[src/rtl/core_pkg.sv]
// core_pkg: sizing constants and tag/index types shared by rename, the ROB
// and the physical-register free list.
package core_pkg;

  localparam int NUM_PHYS  = 64;                    // total physical registers
  localparam int NUM_ARCH  = 32;                    // p0..p31 mapped at reset
  localparam int ROB_SIZE  = 16;                    // ROB entries
  localparam int DEPTH     = NUM_PHYS - NUM_ARCH;   // free-list capacity
  localparam int PHYS_BITS = $clog2(NUM_PHYS);
  localparam int ROB_BITS  = $clog2(ROB_SIZE);
  localparam int PTR_BITS  = $clog2(DEPTH) + 1;     // extra MSB is the wrap bit

  typedef logic [PHYS_BITS-1:0] phys_tag_t;
  typedef logic [ROB_BITS-1:0]  rob_idx_t;
  typedef logic [PTR_BITS-1:0]  fl_ptr_t;

  // Storage address of a free-list pointer (drops the wrap bit).
  function automatic logic [PTR_BITS-2:0] ptr_addr(input fl_ptr_t ptr);
    return ptr[PTR_BITS-2:0];
  endfunction

endpackage

[src/rtl/phys_free_list_if.sv]
// phys_free_list_if: rename/ROB <-> free-list connection.
//   master (rename + ROB side): drives alloc_req, alloc_rob_idx, free_en,
//     free_phys, flush, flush_idx; observes alloc_gnt, alloc_valid,
//     alloc_phys, free_count, overflow_err.
//   slave (free list): the mirror image.
interface phys_free_list_if;
  import core_pkg::*;

  logic      alloc_req;
  rob_idx_t  alloc_rob_idx;
  logic      alloc_gnt;
  logic      alloc_valid;
  phys_tag_t alloc_phys;
  logic      free_en;
  phys_tag_t free_phys;
  logic      flush;
  rob_idx_t  flush_idx;
  fl_ptr_t   free_count;
  logic      overflow_err;

  modport master (
    output alloc_req, alloc_rob_idx, free_en, free_phys, flush, flush_idx,
    input  alloc_gnt, alloc_valid, alloc_phys, free_count, overflow_err
  );

  modport slave (
    input  alloc_req, alloc_rob_idx, free_en, free_phys, flush, flush_idx,
    output alloc_gnt, alloc_valid, alloc_phys, free_count, overflow_err
  );

endinterface

[src/rtl/phys_free_list_chk.sv]
// phys_free_list_chk: simulation-only observer. Reports a tag release that
// arrived while the free list was already full (the tag is dropped).
//   clk, rst_n   : clock / async active-low reset
//   drop_i       : a non-zero free was attempted while full this cycle
//   free_phys_i  : tag that was dropped
module phys_free_list_chk
  import core_pkg::*;
(
  input logic      clk,
  input logic      rst_n,
  input logic      drop_i,
  input phys_tag_t free_phys_i
);

  // Flag every dropped release at the clock edge that would have stored it.
  always @(posedge clk) begin
    if (rst_n) begin
      assert (!drop_i)
        else $warning("free list full, released tag %0d dropped", free_phys_i);
    end
  end

endmodule

[src/rtl/phys_free_list.sv]
// phys_free_list: circular free list of physical register tags.
//   clk    : rising-edge clock
//   rst_n  : asynchronous active-low reset (list refilled with p32..p63)
//   bus    : slave side of phys_free_list_if
//     alloc_*  show-ahead tag supply to rename, one pop per granted request
//     free_*   tag release from ROB commit (p0 is never returned)
//     flush*   read pointer restored from the checkpoint of the oldest
//              squashed ROB slot, returning its tags to the list
//     free_count / overflow_err  occupancy and sticky push-while-full flag
module phys_free_list
  import core_pkg::*;
(
  input logic             clk,
  input logic             rst_n,
  phys_free_list_if.slave bus
);

  phys_tag_t fifo_q [DEPTH];
  fl_ptr_t   ckpt_q [ROB_SIZE];

  fl_ptr_t rd_q, rd_d;
  fl_ptr_t wr_q, wr_d;
  logic    ovf_q, ovf_d;

  logic empty_s;
  logic full_s;
  logic gnt_s;
  logic rel_s;    // a real (non-p0) tag is being released
  logic push_s;
  logic drop_s;

  assign empty_s = (rd_q == wr_q);
  assign full_s  = (ptr_addr(rd_q) == ptr_addr(wr_q)) &&
                   (rd_q[PTR_BITS-1] != wr_q[PTR_BITS-1]);

  // Flush owns the read pointer, so it squashes any same-cycle request.
  assign gnt_s  = bus.alloc_req && !empty_s && !bus.flush;
  assign rel_s  = bus.free_en && (bus.free_phys != phys_tag_t'(0));
  assign push_s = rel_s && !full_s;
  assign drop_s = rel_s && full_s;

  // Next-state for the pointers and the sticky overflow flag.
  always_comb begin
    rd_d  = rd_q;
    wr_d  = wr_q;
    ovf_d = ovf_q;
    if (bus.flush) begin
      rd_d = ckpt_q[bus.flush_idx];
    end else if (gnt_s) begin
      rd_d = rd_q + fl_ptr_t'(1);
    end else begin
      rd_d = rd_q;
    end
    if (push_s) begin
      wr_d = wr_q + fl_ptr_t'(1);
    end else begin
      wr_d = wr_q;
    end
    if (drop_s) begin
      ovf_d = 1'b1;
    end else begin
      ovf_d = ovf_q;
    end
  end

  // Pointer and overflow registers; reset leaves the list full.
  always_ff @(posedge clk or negedge rst_n) begin
    if (!rst_n) begin
      rd_q  <= fl_ptr_t'(0);
      wr_q  <= fl_ptr_t'(DEPTH);
      ovf_q <= 1'b0;
    end else begin
      rd_q  <= rd_d;
      wr_q  <= wr_d;
      ovf_q <= ovf_d;
    end
  end

  // Tag storage: preloaded with the unmapped tags, written on release.
  always_ff @(posedge clk or negedge rst_n) begin
    if (!rst_n) begin
      for (int i = 0; i < DEPTH; i++) begin
        fifo_q[i] <= phys_tag_t'(NUM_ARCH + i);
      end
    end else if (push_s) begin
      fifo_q[ptr_addr(wr_q)] <= bus.free_phys;
    end
  end

  // Checkpoints: read pointer before each slot's pop, used to rewind on flush.
  always_ff @(posedge clk or negedge rst_n) begin
    if (!rst_n) begin
      for (int i = 0; i < ROB_SIZE; i++) begin
        ckpt_q[i] <= fl_ptr_t'(0);
      end
    end else if (gnt_s) begin
      ckpt_q[bus.alloc_rob_idx] <= rd_q;
    end
  end

  assign bus.alloc_gnt    = gnt_s;
  assign bus.alloc_valid  = !empty_s;
  assign bus.alloc_phys   = fifo_q[ptr_addr(rd_q)];
  assign bus.free_count   = wr_q - rd_q;
  assign bus.overflow_err = ovf_q;

  phys_free_list_chk u_chk (
    .clk         (clk),
    .rst_n       (rst_n),
    .drop_i      (drop_s),
    .free_phys_i (bus.free_phys)
  );

endmodule

[src/flat_wrapper.sv]
// flat-port wrapper written by rule: the top's interface ports become plain ports
module phys_free_list_flat import core_pkg::*;
  (clk, rst_n, bus_alloc_req, bus_alloc_rob_idx, bus_free_en, bus_free_phys, bus_flush, bus_flush_idx, bus_alloc_gnt, bus_alloc_valid, bus_alloc_phys, bus_free_count, bus_overflow_err);
  phys_free_list_if bus_i ();
  input logic clk;
  input logic rst_n;
  input wire logic [$bits(bus_i.alloc_req)-1:0] bus_alloc_req;
  input wire logic [$bits(bus_i.alloc_rob_idx)-1:0] bus_alloc_rob_idx;
  input wire logic [$bits(bus_i.free_en)-1:0] bus_free_en;
  input wire logic [$bits(bus_i.free_phys)-1:0] bus_free_phys;
  input wire logic [$bits(bus_i.flush)-1:0] bus_flush;
  input wire logic [$bits(bus_i.flush_idx)-1:0] bus_flush_idx;
  output wire logic [$bits(bus_i.alloc_gnt)-1:0] bus_alloc_gnt;
  output wire logic [$bits(bus_i.alloc_valid)-1:0] bus_alloc_valid;
  output wire logic [$bits(bus_i.alloc_phys)-1:0] bus_alloc_phys;
  output wire logic [$bits(bus_i.free_count)-1:0] bus_free_count;
  output wire logic [$bits(bus_i.overflow_err)-1:0] bus_overflow_err;
  assign bus_i.alloc_req = bus_alloc_req;
  assign bus_i.alloc_rob_idx = bus_alloc_rob_idx;
  assign bus_i.free_en = bus_free_en;
  assign bus_i.free_phys = bus_free_phys;
  assign bus_i.flush = bus_flush;
  assign bus_i.flush_idx = bus_flush_idx;
  assign bus_alloc_gnt = bus_i.alloc_gnt;
  assign bus_alloc_valid = bus_i.alloc_valid;
  assign bus_alloc_phys = bus_i.alloc_phys;
  assign bus_free_count = bus_i.free_count;
  assign bus_overflow_err = bus_i.overflow_err;
  phys_free_list u_core (.clk(clk), .rst_n(rst_n), .bus(bus_i));
endmodule
[config.mk]
export PLATFORM = sky130hd
export DESIGN_NAME = phys_free_list_flat
export DESIGN_NICKNAME = d
export VERILOG_FILES = /design/src/rtl/core_pkg.sv /design/src/rtl/phys_free_list_if.sv /design/src/rtl/phys_free_list_chk.sv /design/src/rtl/phys_free_list.sv /design/src/flat_wrapper.sv
export SDC_FILE = /design/constraint.sdc
export NUM_CORES = 1
export LEC_CHECK = 0
export CAP_MARGIN = 10
export CORE_ASPECT_RATIO = 0.7
export CORE_MARGIN = 1.5
export CORE_UTILIZATION = 30
export CTS_CLUSTER_SIZE = 24
export DETAILED_ROUTE_END_ITERATION = 8
export MAX_ROUTING_LAYER = met4
export SYNTH_ARGS = -nofsm -noshare
export SYNTH_HDL_FRONTEND = slang
export SYNTH_HIERARCHICAL = 1
export SYNTH_SLANG_ARGS = --single-unit
export TNS_END_PERCENT = 20
[constraint.sdc]
create_clock -name clk -period 5.2 [get_ports clk]
set_input_delay 1.56 -clock clk [delete_from_list [all_inputs] [get_ports clk]]
set_output_delay 1.56 -clock clk [all_outputs]
set_load 0.05 [all_outputs]
## After elaboration in Yosys (flattened, before gate mapping)

Index checks and enable logic that the tools add are counted.

- $add $sub $neg: 3
- Multiply operators: 0
- Divide/modulo/power cells: 0
- $lt $le $gt $ge: 6
- Eq/ne operators: 3
- Shift operators: 0
- Mux-type cells: 14
- Bitwise operators: 4
- Reductions and logical operators: 13

Operators by type and width:

| kind | count |
|---|---|
| $bwmux 192 | 1 |
| $bwmux 96 | 1 |
| $mux 6 | 8 |
| $bmux 6 s5 | 1 |
| $demux 6 s5 | 1 |
| $bmux 6 s4 | 1 |
| $demux 6 s4 | 1 |
| $add 6x1->6 const B | 2 |
| $ge 6x6->1 const B | 2 |
| $not 5->6 | 2 |
| $ge 5x5->1 const B | 2 |
| $not 4->5 | 2 |
| $logic_and 1x1->1 | 8 |
| $eq 6x6->1 | 1 |
| $lt 6x1->1 const B | 1 |
| $reduce_bool 6->1 | 1 |
| $sub 6x6->6 | 1 |
| $eq 5x5->1 | 1 |
| $lt 5x1->1 const B | 1 |
| $logic_not 1->1 | 3 |
| $reduce_bool 2->1 | 1 |
| $ne 1x1->1 | 1 |

- Flip-flop bits (word level): 301
- Bits in latches: 0
- Bits in writable memories: 0
- ROM bits: 0
- Bits of input ports: 19
- Output and inout bits: 15
- Logic and storage cells: 94
- Memories: 0

## Longest topological paths before layout

- Depth after elaboration: 6
- Mapped depth: 11
- Mapped depth without buffers: 7

## Worst setup path after synthesis

No wires, ideal clock.

- Path kind: reg2out
- Start: register u_core.rd_q[1]
- End: output bus_alloc_gnt
- Data arrival time: 2601 ps
- Required time: 3640 ps
- Path slack: 1039 ps
- Cell stages (with the launch flop): 11
- Path buffers: 5
- Path through: dfrtp_1 > buf_2 > clkbuf_1 > inv_1 > ha_1 > and4_4 > buf_6 > and3_4 > buf_6 > buf_12 > nor2_1

- Word-level cells in the longest chain between the ends: 4

RTL lines:

| item | RTL line | RTL |
|---|---|---|
| from (decl) | phys_free_list.sv:21 | `fl_ptr_t rd_q, rd_d;` |
| from (signal assigned) | phys_free_list.sv:69 | `rd_q <= fl_ptr_t'(0);` |
| from (signal assigned) | phys_free_list.sv:73 | `rd_q <= rd_d;` |
| $eq 6x6->1 | phys_free_list.sv:32 | `assign empty_s = (rd_q == wr_q);` |
| $logic_not 1->1 | phys_free_list.sv:37 | `assign gnt_s = bus.alloc_req && !empty_s && !bus.flush;` |
| $logic_and 1x1->1 (2 in a row) | phys_free_list.sv:37 |  |
| to (decl) | flat_wrapper.sv:13 | `output wire logic [$bits(bus_i.alloc_gnt)-1:0] bus_alloc_gnt;` |

No other way between the ends.

## Worst setup path after layout

- Start: register u_core.rd_q[0]
- End: output bus_free_count[4]

- Word-level cells in the longest chain between the ends: 1

RTL lines:

| item | RTL line | RTL |
|---|---|---|
| $sub 6x6->6 | phys_free_list.sv:104 | `assign bus.free_count = wr_q - rd_q;` |
| to (decl) | flat_wrapper.sv:16 | `output wire logic [$bits(bus_i.free_count)-1:0] bus_free_count;` |

No other way between the ends.

==> results.json <==
{
  "status": "finished clean",
  "muxShareOfSynthArea_pct": 32.73,
  "cts_tree": "yes",
  "drc": 0,
  "fmax_mhz": 198.6,
  "first_iter_violations": 709,
  "p_leak_nw": 7.143,
  "clock_latency_ps": 570,
  "hpwl_mm": 24.68,
  "start_util_pct": 30.36,
  "clkSinkCount": 301,
  "syn_area_per_cell_um2": 13.92,
  "finalPower_mw": 9.486,
  "grt_pass1_wl_mm": 57.39,
  "grt_max_degree": 126,
  "power_frac_seq_pct": 42.6,
  "drt-pass1-iter-count": 4,
  "setup_tns_ps": 0,
  "fin_hold_ws_ps": 502.0,
  "crit_fanout": 32,
  "die_area_um2": 51140,
  "ys_seq_area_share_pct": 51.39,
  "cts_resized": 0,
  "numCtsBuffers": 31,
  "hold_viol_final": 0,
  "drive_gt1_share_pct": 51.02,
  "place_ws_ps": 695.4,
  "finalCritPeriodShare_pct": 96.84,
  "p_sw_mw": 3.141,
  "wl_per_cell_um": 20.57,
  "synth-compound-area-share_pct": 3.109,
  "core-area_um2": 49180,
  "synth_fa_ha_area_share_pct": 0.9720,
  "synthCells": 1073,
  "worst_ep_required_time_ps": 3640,
  "fin_cells": 1788,
  "async_flop_share_pct": 100.0,
  "synth_fp_nets": 1103,
  "hp-class": "flop to flop",
  "skew_ps": 12.16,
  "synth-main-ff-cell": "dfrtp_1",
  "syn_area_um2": 14930,
  "switching_share_pct": 33.11,
  "setup_slack_ps": 164.1,
  "endpoint_kind": "output port",
  "arrival_ps": 3480,
  "setup_viol": 0,
  "p_per_area_nw_per_um2": 555.5,
  "viasPerCell": 5.070,
  "finalMaxSlewViolations": 0,
  "gp_congestion": 0.8486,
  "placed_cells": 1731,
  "design_area_um2": 17080,
  "ctsHoldBuffers": 0,
  "clock_path_buffers": 3,
  "fin_crit_ps": 5036,
  "die_w_um": 269.7,
  "tightest_slew_ps": 1038,
  "p_clk_share_pct": 23.1,
  "fin_util_pct": 34.72,
  "die_h_um": 189.7,
  "intPower_mw": 6.345,
  "htree_levels": 1,
  "portBuffers": 33,
  "synth_edf_count": 0,
  "yosysWarningCount": 6,
  "cts.clk_slew.worst_paths_ps": 60,
  "synth-xor-area-share_pct": 0.7625,
  "diodes": 0,
  "multi_input_area_um2": 6878,
  "cp-start-kind": "flop",
  "num_rows": 68,
  "synth_top_family_by_area": "multiplexers",
  "path_class": "flop to output port",
  "num_vias": 9065,
  "clockRootBuffer": "clkbuf_16",
  "ios": 34,
  "ir_worst_vdd_mv": 0.3607,
  "synthDistinctLibCells": 58,
  "fin_nets": 1129,
  "ff_latch_area_um2": 7679,
  "synth-simple-area-share_pct": 8.455,
  "antenna_found_initial": 0,
  "overflow": 0,
  "fillers": 4799,
  "p_comb_share_pct": 34.3,
  "areaGrowthSynthToFinish_pct": 14.36,
  "maxSlewHeadroom_pct": 30.82,
  "grtUsageTotal_pct": 14.90,
  "cap_viol_max_count": 0,
  "post_cts_buffers": 0,
  "drtAntennaViolNets": 0,
  "rsz0062_at_grt": "no",
  "grt_pass1_vias": 9239,
  "routed_wl_mm": 36.77,
  "ys_ff_latch": 301,
  "placed_area_um2": 16070
}
[per-layer routing]
metal	GRT usage, %	part of all wire [%]	vias up
met1	21.92	50	4805
met4	3.090	2.0	0
li1	-	-	4013
met5	-	0	-
met2	21.22	43	201
met3	2.764	5.0	46
[cell type report]
cell class	count	share of cell area [%]
clock inverter	6	0.3370
tap	665	4.873
multi-input combinational	686	40.28
inverter	11	0.2418
timing repair buffer	68	3.737
sequential	301	44.97
clock buffer	51	5.569
[sequential cells by signal, indices dropped and copies added, names as in the netlist]
register and count:
u_core/fifo_q 192, u_core/ckpt_q 96, u_core/rd_q 6, u_core/wr_q 6, u_core/bus.overflow_err 1
[worst paths after layout]
kind                                                  endpoint  cells after the start                          start  slack (ps)
worst min register to register   u_core/ckpt_q[14]$_DFFE_PN0P_                      1  u_core/ckpt_q[14]$_DFFE_PN0P_         500
worst max register to register  u_core/fifo_q[172]$_DFFE_PN0P_                      6     u_core/rd_q[1]$_DFFE_PN0P_        1680
max in group asynchronous        u_core/fifo_q[35]$_DFFE_PN1P_                      2                          rst_n        3030
min in group asynchronous        u_core/ckpt_q[41]$_DFFE_PN0P_                      1                          rst_n        1100
worst max-delay path                         bus_free_count[4]                      7     u_core/rd_q[0]$_DFFE_PN0P_         160
worst min-delay path             u_core/ckpt_q[14]$_DFFE_PN0P_                      1  u_core/ckpt_q[14]$_DFFE_PN0P_         500
[cell usage in the layout, fill, tap and decap left out, types with 10 or more instances in the layout]
master	netlist	layout
ha_1	10	10
mux2_2	286	286
nand3_2	15	16
nand3_1	42	41
a21oi_1	14	14
nor2_1	40	40
clkbuf_8	0	10
buf_4	3	35
clkbuf_16	0	31
dfrtp_1	188	186
clkdlybuf4s50_1	0	28
a22oi_1	20	20
inv_1	11	11
mux4_2	38	38
nand2_1	27	27
dfstp_2	113	113
mux2i_1	72	72
clkbuf_1	47	10
xnor2_1	11	11
[worst max-delay path: stages (launching register included)]
cell and delay (ps):
dfrtp_4 720, ha_1 330, fa_1 420, inv_1 90, a21o_1 110, a21oi_1 70, xnor2_1 290, clkdlybuf4s50_1 870
[synthesized netlist by cell type, drive strengths merged, types with 6 or more instances]
master | count | share of area [%]
nand3 | 57 | 2.4
nor3 | 15 | 1.2
inv | 11 | 0.28
nor2 | 40 | 1.0
nand2 | 27 | 0.68
a22o | 6 | 0.35
mux2i | 72 | 4.8
a221oi | 6 | 0.35
dfrtp | 188 | 32
mux2 | 292 | 22
nand4 | 6 | 0.25
buf | 28 | 1.1
mux4 | 38 | 5.7
clkbuf | 47 | 1.2
a21oi | 14 | 0.47
dfstp | 113 | 20
xnor2 | 11 | 0.65
a22oi | 20 | 1.0
ha | 10 | 0.84
nand3b | 9 | 0.45
[power by group through the flow]
stage               Combinational, mW  Sequential [mW]  Clock, mW
global placement                 3.19             4.04          0
floorplan                        2.48             3.81          0
detailed placement               3.26             4.08          0
finish                           3.25             4.04       2.19
CTS                              3.27             4.04       2.26
global route                     3.48             4.16       2.34
[kinds of logic (layout without fill, tap and decap cells)]
group           count (synthesis)  after routing
compound gates                 65             65
simple gates                  195            195
mux                           402            402
buf+inv                        86            136
fa+ha+maj                      11             11
xor+xnor                       13             13
flops                         301            301
No activity file was read; power rests on OpenSTA's default activity.
